===== src/rtl/lsu_pkg.sv =====
// lsu_pkg: shared definitions for the load/store unit.
//   - Funct3 encodings for access size/sign (F3_B, F3_H, F3_W, F3_BU, F3_HU)
//   - lsu_state_t: FSM states IDLE, WAIT, DONE
//   - access_illegal(): legality check for a requested access
package lsu_pkg;

    localparam logic [2:0] F3_B  = 3'b000;
    localparam logic [2:0] F3_H  = 3'b001;
    localparam logic [2:0] F3_W  = 3'b010;
    localparam logic [2:0] F3_BU = 3'b100;
    localparam logic [2:0] F3_HU = 3'b101;

    typedef enum logic [1:0] {
        IDLE = 2'd0,
        WAIT = 2'd1,
        DONE = 2'd2
    } lsu_state_t;

    // Returns 1 for any access that must not reach the bus: load and store
    // together, a reserved size code, a store with the unsigned bit set, or a
    // halfword/word that is not naturally aligned.
    function automatic logic access_illegal(input logic       rd,
                                            input logic       wr,
                                            input logic [2:0] f3,
                                            input logic [1:0] off);
        logic bad;
        bad = rd & wr;
        case (f3)
            F3_B, F3_BU: ;
            F3_H, F3_HU: if (off[0]) bad = 1'b1;
            F3_W:        if (off != 2'b00) bad = 1'b1;
            default:     bad = 1'b1;
        endcase
        if (wr && f3[2]) bad = 1'b1;
        return bad;
    endfunction

endpackage


===== src/rtl/load_store_unit_if.sv =====
// load_store_unit_if: word-wide request/acknowledge data bus.
// Handshake: the master raises bus_req together with stable bus_we,
// bus_addr, bus_wstrb and bus_wdata and holds all of them unchanged until the
// slave answers with a one-cycle bus_ack; on that same cycle bus_rdata is
// valid for reads. A request may be withdrawn without ack only by reset.
//   master modport: drives bus_req/we/addr/wstrb/wdata, receives bus_ack/rdata
//   slave modport : the reverse
interface load_store_unit_if #(
    parameter int ADDR_W = 32
);
    logic              bus_req;
    logic              bus_we;
    logic [ADDR_W-1:0] bus_addr;
    logic [3:0]        bus_wstrb;
    logic [31:0]       bus_wdata;
    logic              bus_ack;
    logic [31:0]       bus_rdata;

    modport master (
        output bus_req, bus_we, bus_addr, bus_wstrb, bus_wdata,
        input  bus_ack, bus_rdata
    );

    modport slave (
        input  bus_req, bus_we, bus_addr, bus_wstrb, bus_wdata,
        output bus_ack, bus_rdata
    );
endinterface


===== src/rtl/lsu_align.sv =====
// lsu_align: combinational byte-lane logic.
//   funct3_i : access size/sign code
//   offset_i : byte offset within the word (Addr[1:0])
//   wdata_i  : right-justified store data
//   rdata_i  : raw bus read word
//   wstrb_o  : byte-lane strobes for a store of this size at this offset
//   wdata_o  : store data replicated across all lanes
//   rdata_o  : selected byte/half, sign- or zero-extended (word passes through)
module lsu_align
    import lsu_pkg::*;
(
    input  logic [2:0]  funct3_i,
    input  logic [1:0]  offset_i,
    input  logic [31:0] wdata_i,
    input  logic [31:0] rdata_i,
    output logic [3:0]  wstrb_o,
    output logic [31:0] wdata_o,
    output logic [31:0] rdata_o
);

    logic [31:0] shifted;

    always_comb begin
        wstrb_o = 4'b1111;
        wdata_o = wdata_i;
        case (funct3_i[1:0])
            2'b00: begin
                wstrb_o = 4'b0001 << offset_i;
                wdata_o = {4{wdata_i[7:0]}};
            end
            2'b01: begin
                wstrb_o = 4'b0011 << offset_i;
                wdata_o = {2{wdata_i[15:0]}};
            end
            default: ;
        endcase
    end

    // Bring the addressed byte/half down to bit 0, then extend.
    always_comb begin
        shifted = rdata_i >> {offset_i, 3'b000};
        case (funct3_i)
            F3_B:    rdata_o = {{24{shifted[7]}}, shifted[7:0]};
            F3_BU:   rdata_o = {24'd0, shifted[7:0]};
            F3_H:    rdata_o = {{16{shifted[15]}}, shifted[15:0]};
            F3_HU:   rdata_o = {16'd0, shifted[15:0]};
            default: rdata_o = rdata_i;
        endcase
    end

endmodule


===== src/rtl/load_store_unit.sv =====
// load_store_unit: memory-access stage behind the single-cycle datapath.
// Core side : MemRead/MemWrite/Funct3/Addr/WriteData in, ReadData/Stall/
//             AccessErr out; state_o exposes the FSM state for debug.
// Bus side  : load_store_unit_if.master (req/ack with wait states).
// clk/reset : reset is synchronous, active-low.
// Build option: define LSU_TIMEOUT_EN to abort a WAIT that lasts
// TIMEOUT_CYCLES cycles without ack (parameter exists only then).
module load_store_unit
    import lsu_pkg::*;
#(
    parameter int ADDR_W = 32
`ifdef LSU_TIMEOUT_EN
    ,
    parameter int TIMEOUT_CYCLES = 255
`endif
) (
    input  logic               clk,
    input  logic               reset,
    input  logic               MemRead,
    input  logic               MemWrite,
    input  logic [2:0]         Funct3,
    input  logic [ADDR_W-1:0]  Addr,
    input  logic [31:0]        WriteData,
    output logic [31:0]        ReadData,
    output logic               Stall,
    output logic               AccessErr,
    output lsu_state_t         state_o,
    load_store_unit_if.master  bus
);

    lsu_state_t        state_q, state_d;
    logic              req_q, we_q, err_q, load_q;
    logic [ADDR_W-1:0] addr_q;
    logic [3:0]        wstrb_q;
    logic [31:0]       wdata_q, rdata_q;
    logic [2:0]        f3_q;
    logic [1:0]        off_q;

    logic              take_legal, take_bad, finish_ack, finish_abort;
    logic [2:0]        al_f3;
    logic [1:0]        al_off;
    logic [3:0]        al_wstrb;
    logic [31:0]       al_wdata, al_rdata;

    // In IDLE the aligner shapes the store from live inputs; in WAIT it
    // extracts load data using the size/offset latched at acceptance.
    assign al_f3  = (state_q == IDLE) ? Funct3    : f3_q;
    assign al_off = (state_q == IDLE) ? Addr[1:0] : off_q;

    lsu_align u_align (
        .funct3_i (al_f3),
        .offset_i (al_off),
        .wdata_i  (WriteData),
        .rdata_i  (bus.bus_rdata),
        .wstrb_o  (al_wstrb),
        .wdata_o  (al_wdata),
        .rdata_o  (al_rdata)
    );

`ifdef LSU_TIMEOUT_EN
    localparam int CNT_RAW = $clog2(TIMEOUT_CYCLES + 1);
    localparam int CNT_W   = (CNT_RAW < 8) ? 8 : CNT_RAW;
    logic [CNT_W-1:0] cnt_q;
    logic             timeout_hit;

    // cnt_q counts completed ack-less WAIT cycles; the current cycle is the
    // one that brings the count up to TIMEOUT_CYCLES.
    assign timeout_hit = (cnt_q == CNT_W'(TIMEOUT_CYCLES - 1));

    always_ff @(posedge clk) begin
        if (!reset)                               cnt_q <= '0;
        else if (take_legal)                      cnt_q <= '0;
        else if (state_q == WAIT && !bus.bus_ack) cnt_q <= cnt_q + 1'b1;
    end
`else
    logic timeout_hit;
    assign timeout_hit = 1'b0;
`endif

    always_comb begin
        state_d      = state_q;
        Stall        = 1'b0;
        take_legal   = 1'b0;
        take_bad     = 1'b0;
        finish_ack   = 1'b0;
        finish_abort = 1'b0;
        case (state_q)
            IDLE: begin
                if (MemRead || MemWrite) begin
                    Stall = 1'b1;
                    if (access_illegal(MemRead, MemWrite, Funct3, Addr[1:0])) begin
                        take_bad = 1'b1;
                        state_d  = DONE;
                    end else begin
                        take_legal = 1'b1;
                        state_d    = WAIT;
                    end
                end
            end
            WAIT: begin
                Stall = 1'b1;
                // Ack takes priority over a simultaneous timeout.
                if (bus.bus_ack) begin
                    finish_ack = 1'b1;
                    state_d    = DONE;
                end else if (timeout_hit) begin
                    finish_abort = 1'b1;
                    state_d      = DONE;
                end
            end
            DONE:    state_d = IDLE;
            default: state_d = IDLE;
        endcase
    end

    always_ff @(posedge clk) begin
        if (!reset) begin
            state_q <= IDLE;
            req_q   <= 1'b0;
            we_q    <= 1'b0;
            addr_q  <= '0;
            wstrb_q <= 4'b0000;
            wdata_q <= 32'd0;
            rdata_q <= 32'd0;
            err_q   <= 1'b0;
            load_q  <= 1'b0;
            f3_q    <= 3'b000;
            off_q   <= 2'b00;
        end else begin
            state_q <= state_d;
            if (take_legal) begin
                req_q   <= 1'b1;
                we_q    <= MemWrite;
                addr_q  <= {Addr[ADDR_W-1:2], 2'b00};
                wstrb_q <= MemWrite ? al_wstrb : 4'b0000;
                wdata_q <= MemWrite ? al_wdata : 32'd0;
                err_q   <= 1'b0;
                load_q  <= MemRead;
                f3_q    <= Funct3;
                off_q   <= Addr[1:0];
            end
            if (take_bad) begin
                err_q   <= 1'b1;
                rdata_q <= 32'd0;
            end
            if (finish_ack) begin
                req_q   <= 1'b0;
                rdata_q <= load_q ? al_rdata : 32'd0;
            end
            if (finish_abort) begin
                req_q   <= 1'b0;
                err_q   <= 1'b1;
                rdata_q <= 32'd0;
            end
        end
    end

    assign ReadData      = rdata_q;
    assign AccessErr     = (state_q == DONE) && err_q;
    assign state_o       = state_q;
    assign bus.bus_req   = req_q;
    assign bus.bus_we    = we_q;
    assign bus.bus_addr  = addr_q;
    assign bus.bus_wstrb = wstrb_q;
    assign bus.bus_wdata = wdata_q;

endmodule


===== src/flat_wrapper.sv =====
// flat-port wrapper written by rule: the top's interface ports become plain ports
module load_store_unit_flat import lsu_pkg::*;
#(
    parameter int ADDR_W = 32

)
  (clk, reset, MemRead, MemWrite, Funct3, Addr, WriteData, ReadData, Stall, AccessErr, state_o, bus_bus_req, bus_bus_we, bus_bus_addr, bus_bus_wstrb, bus_bus_wdata, bus_bus_ack, bus_bus_rdata);
  load_store_unit_if #(.ADDR_W(ADDR_W)) bus_i ();
  input  logic clk;
  input  logic reset;
  input  logic MemRead;
  input  logic MemWrite;
  input  logic [2:0] Funct3;
  input  logic [ADDR_W-1:0] Addr;
  input  logic [31:0] WriteData;
  output logic [31:0] ReadData;
  output logic Stall;
  output logic AccessErr;
  output lsu_state_t state_o;
  output wire logic [$bits(bus_i.bus_req)-1:0] bus_bus_req;
  output wire logic [$bits(bus_i.bus_we)-1:0] bus_bus_we;
  output wire logic [$bits(bus_i.bus_addr)-1:0] bus_bus_addr;
  output wire logic [$bits(bus_i.bus_wstrb)-1:0] bus_bus_wstrb;
  output wire logic [$bits(bus_i.bus_wdata)-1:0] bus_bus_wdata;
  input wire logic [$bits(bus_i.bus_ack)-1:0] bus_bus_ack;
  input wire logic [$bits(bus_i.bus_rdata)-1:0] bus_bus_rdata;
  assign bus_bus_req = bus_i.bus_req;
  assign bus_bus_we = bus_i.bus_we;
  assign bus_bus_addr = bus_i.bus_addr;
  assign bus_bus_wstrb = bus_i.bus_wstrb;
  assign bus_bus_wdata = bus_i.bus_wdata;
  assign bus_i.bus_ack = bus_bus_ack;
  assign bus_i.bus_rdata = bus_bus_rdata;
  load_store_unit #(.ADDR_W(ADDR_W)) u_core (.clk(clk), .reset(reset), .MemRead(MemRead), .MemWrite(MemWrite), .Funct3(Funct3), .Addr(Addr), .WriteData(WriteData), .ReadData(ReadData), .Stall(Stall), .AccessErr(AccessErr), .state_o(state_o), .bus(bus_i));
endmodule

===== config.mk =====
export PLATFORM = sky130hd
export DESIGN_NAME = load_store_unit_flat
export DESIGN_NICKNAME = d
export VERILOG_FILES = /design/src/rtl/lsu_pkg.sv /design/src/rtl/load_store_unit_if.sv /design/src/rtl/lsu_align.sv /design/src/rtl/load_store_unit.sv /design/src/flat_wrapper.sv
export SDC_FILE = /design/constraint.sdc
export NUM_CORES = 1
export LEC_CHECK = 0
export CAP_MARGIN = 20
export CORE_ASPECT_RATIO = 0.7
export CORE_MARGIN = 2
export CORE_UTILIZATION = 40
export DETAILED_ROUTE_END_ITERATION = 12
export PLACE_DENSITY = 0.84
export SLEW_MARGIN = 25
export SYNTH_ARGS = -nofsm -noshare
export SYNTH_HDL_FRONTEND = slang
export SYNTH_SLANG_ARGS = --single-unit

===== constraint.sdc =====
create_clock -name clk -period 1.7 [get_ports clk]
set_input_delay 0.425 -clock clk [delete_from_list [all_inputs] [get_ports clk]]
set_output_delay 0.425 -clock clk [all_outputs]
set_load 0.01 [all_outputs]

==> results.py <==
metrics = {
    "sta": {
        "fmax_mhz": 512,
        "hold_viol_final": 0,
        "maxSlewViolCount": 0,
        "setup-violations-final": 56,
        "fin_setup_tns_ns": -6.96,
        "finalClockSkew_ns": 0.0126,
        "min_period_over_period_pct": 115,
        "rsz0062_at_grt": "true",
        "finalWorstSetupSlack_ns": -0.252,
        "min_period_ns": 1.95,
    },
    "synth": {
        "ys_top_cells_by_count": "dfxtp_1, nand2_1, a22o_1",
        "ys_seq_elements": 109,
        "synthTopCellsByArea": "dfxtp_1, nand2_1, a22o_1",
        "synth_top_area_share_pct": 40.0,
        "avgSynthCellArea_um2": 8.92,
        "yosysSeqAreaShare_pct": 40.0,
        "synth_flop_cell": "dfxtp_1",
        "synth_edf_count": 0,
        "synthArstFlopShare_pct": 0,
        "synth_warnings": 0,
        "yosysUniqueCellTypes": 61,
        "syn-cell-area_um2": 5460,
        "synth_top_area_cell": "dfxtp_1",
        "synth_cells": 612,
        "synth_most_common_cell": "dfxtp_1",
    },
    "layout": {
        "multi_input_area_um2": 3690,
        "seq_area_um2": 2190,
        "area_growth_pct": 79.9,
        "drive_above_1_share_pct": 29.9,
        "diodes": 0,
        "nets": 1003,
        "fillers": 888,
        "utilization_pct": 74.2,
    },
    "power_and_ir_drop": {
        "p_per_area_nw_per_um2": 700,
        "leakagePower_uw": 0.00460,
        "ir_drop_mv": 0.541,
    },
    "routing": {
        "drcViolationCount": 0,
        "drt-vias-per-instance": 5.93,
        "wl_mm": 23.6,
        "drt_iter0_drc": 587,
        "ant_nets": 0,
        "wire_per_inst_um": 21.7,
        "drt_first_pass_iters": 5,
        "dr_total_vias": 6463,
    },
    "global_route": {
        "grt_pass1_wl_mm": 32.8,
        "grt_max_degree": 36,
        "track_usage_pct": 28.9,
        "antenna_found_initial": 0,
        "grt_pass1_vias": 6058,
        "grt.overflow.total": 0,
    },
    "clock_tree": {
        "cts_tree": "yes",
        "root_buffer": "clkbuf_16",
        "worstSkewPairLatency_ns": 0.36,
        "postCtsHoldBufs": 0,
        "cts_buffers": 9,
        "cts.sinks": 109,
        "htreeDepth": 3,
        "clk_pin_slew_worst_paths_ns": 0.08,
        "clock_path_buffers": 2,
    },
    "placement": {
        "gp_congestion": 0.926,
        "dp_slack_ns": -0.714,
        "io_buffers": 207,
        "hpwlAfterDp_mm": 13.9,
    },
    "worst_setup_path": {
        "cp-startpoint": "u_core.state_o[1]",
        "end_kind": "flop",
        "cp.required_ns": 1.98,
        "reg2reg_from": "u_core.state_o[1]",
        "crit_fanout": 8,
        "crit_arrival_ns": 2.23,
        "start_kind": "flop",
        "crit_type": "reg -> reg",
    },
    "floorplanning": {
        "die_x_um": 144,
        "num_io_pins": 210,
        "rows": 35,
        "die_area_um2": 14600,
        "fp.dieH_um": 102,
        "core_um2": 13200,
        "start_util_pct": 41.3,
    },
    "job": {
        "max-cap-violations": 0,
    },
    "run_status": {
        "violations": "setup timing",
        "status": "complete, but fails checks",
    },
    "hold_path": {
        "hold_path_class": "in -> reg",
        "min_from": "reset",
    },
}
[cell usage in the layout (no fill, tap or decap), drive strengths merged, types with 5 or more instances in the layout]
cell and n:
o31ai 17, buf 109, a32o 7, o211ai 7, dlygate4sd2 27, o22a 7, o2bb2ai 21, nor3b 20
mux2i 27, dlymetal6s2s 41, a21o 8, o21ai 31, nand2 109, nor2 29, a31oi 18, and2 7
dfxtp 109, nor3 6, a211o 7, a22o 32, clkbuf 20, clkdlybuf4s50 130, a21boi 35, nand3 29
o21a 5
[per-stage QoR]
step | std cells | total power (uW) | cell area (um^2) | hold WS (ns)
after global routing | 1089 | 7080 | 9820 | 0.394
after floorplan | 613 | 3450 | 5590 | 0.440
final | 1089 | 6870 | 9820 | 0.404
after CTS | 1075 | 6600 | 9070 | 0.382
after global placement | 1042 | 4220 | 8390 | 0.440
after detailed placement | 1042 | 4240 | 8390 | 0.445
[registers in the layout (all words and copies together) (netlist names)]
register	flops
u_core.bus.bus_wdata	32
u_core.bus.bus_we	1
u_core.bus.bus_wstrb	4
u_core.load_q	1
u_core.state_o	2
u_core.bus.bus_req	1
u_core.ReadData	32
u_core.f3_q	3
u_core.off_q	2
u_core.err_q	1
u_core.bus.bus_addr	30
[final cells by class]
cell class / instances / area share (%)
multi-input cells: 459 / 37.6
clock inverters: 6 / 0.714
repair buffers: 318 / 34.5
well taps: 185 / 2.36
clock buffers: 10 / 2.43
flip-flops and latches: 109 / 22.3
inverters: 2 / 0.0765
[per-layer routing]
layer  GRT usage [%]  up-vias  share of wire [%]
met5               0        -                  0
met4            8.45        0                3.4
met3            7.57       77                 11
met2            47.7      442                 46
met1            37.5     3093                 40
li1                -     2851                  -
[cell families after synthesis]
kind of cell | synth area share (%)
AOI/OAI and AO/OA | 29.1
buffers and inverters | 5.11
DFF | 40.0
muxes | 5.16
other | 0.0687
and+or+nand+nor | 20.5
[path summary, 6_finish.rpt]
| path | end | slack, ns | depth (start not counted) |
|---|---|---|---|
| hold / removal | u_core.bus.bus_addr[14] | 0.40 | 2 |
| hold reg to reg | u_core.bus.bus_addr[6] | 0.46 | 2 |
| setup reg to reg | u_core.ReadData[22] | -0.25 | 7 |
| setup / recovery | u_core.ReadData[22] | -0.25 | 7 |
[report_power, final]
group,switching (uW),internal (uW)
registers,52.8,2620
logic,980,1010
clock network,1020,1200
[critical path: stages, from the launching register on]
cell       delay, ns
dfxtp_4         0.38
buf_6           0.14
nor2_8          0.18
mux2i_4         0.34
and4b_2         0.36
clkbuf_16       0.18
o31ai_1         0.09
a31oi_1         0.20
[timing repair]
item	CTS	global route
cloned	8	8
pin swaps	11	46
resized for setup	104	186
endpoints found under the setup margin	134	141
buffers inserted	10	7
Note: power is estimated with default switching activity, not from simulation.
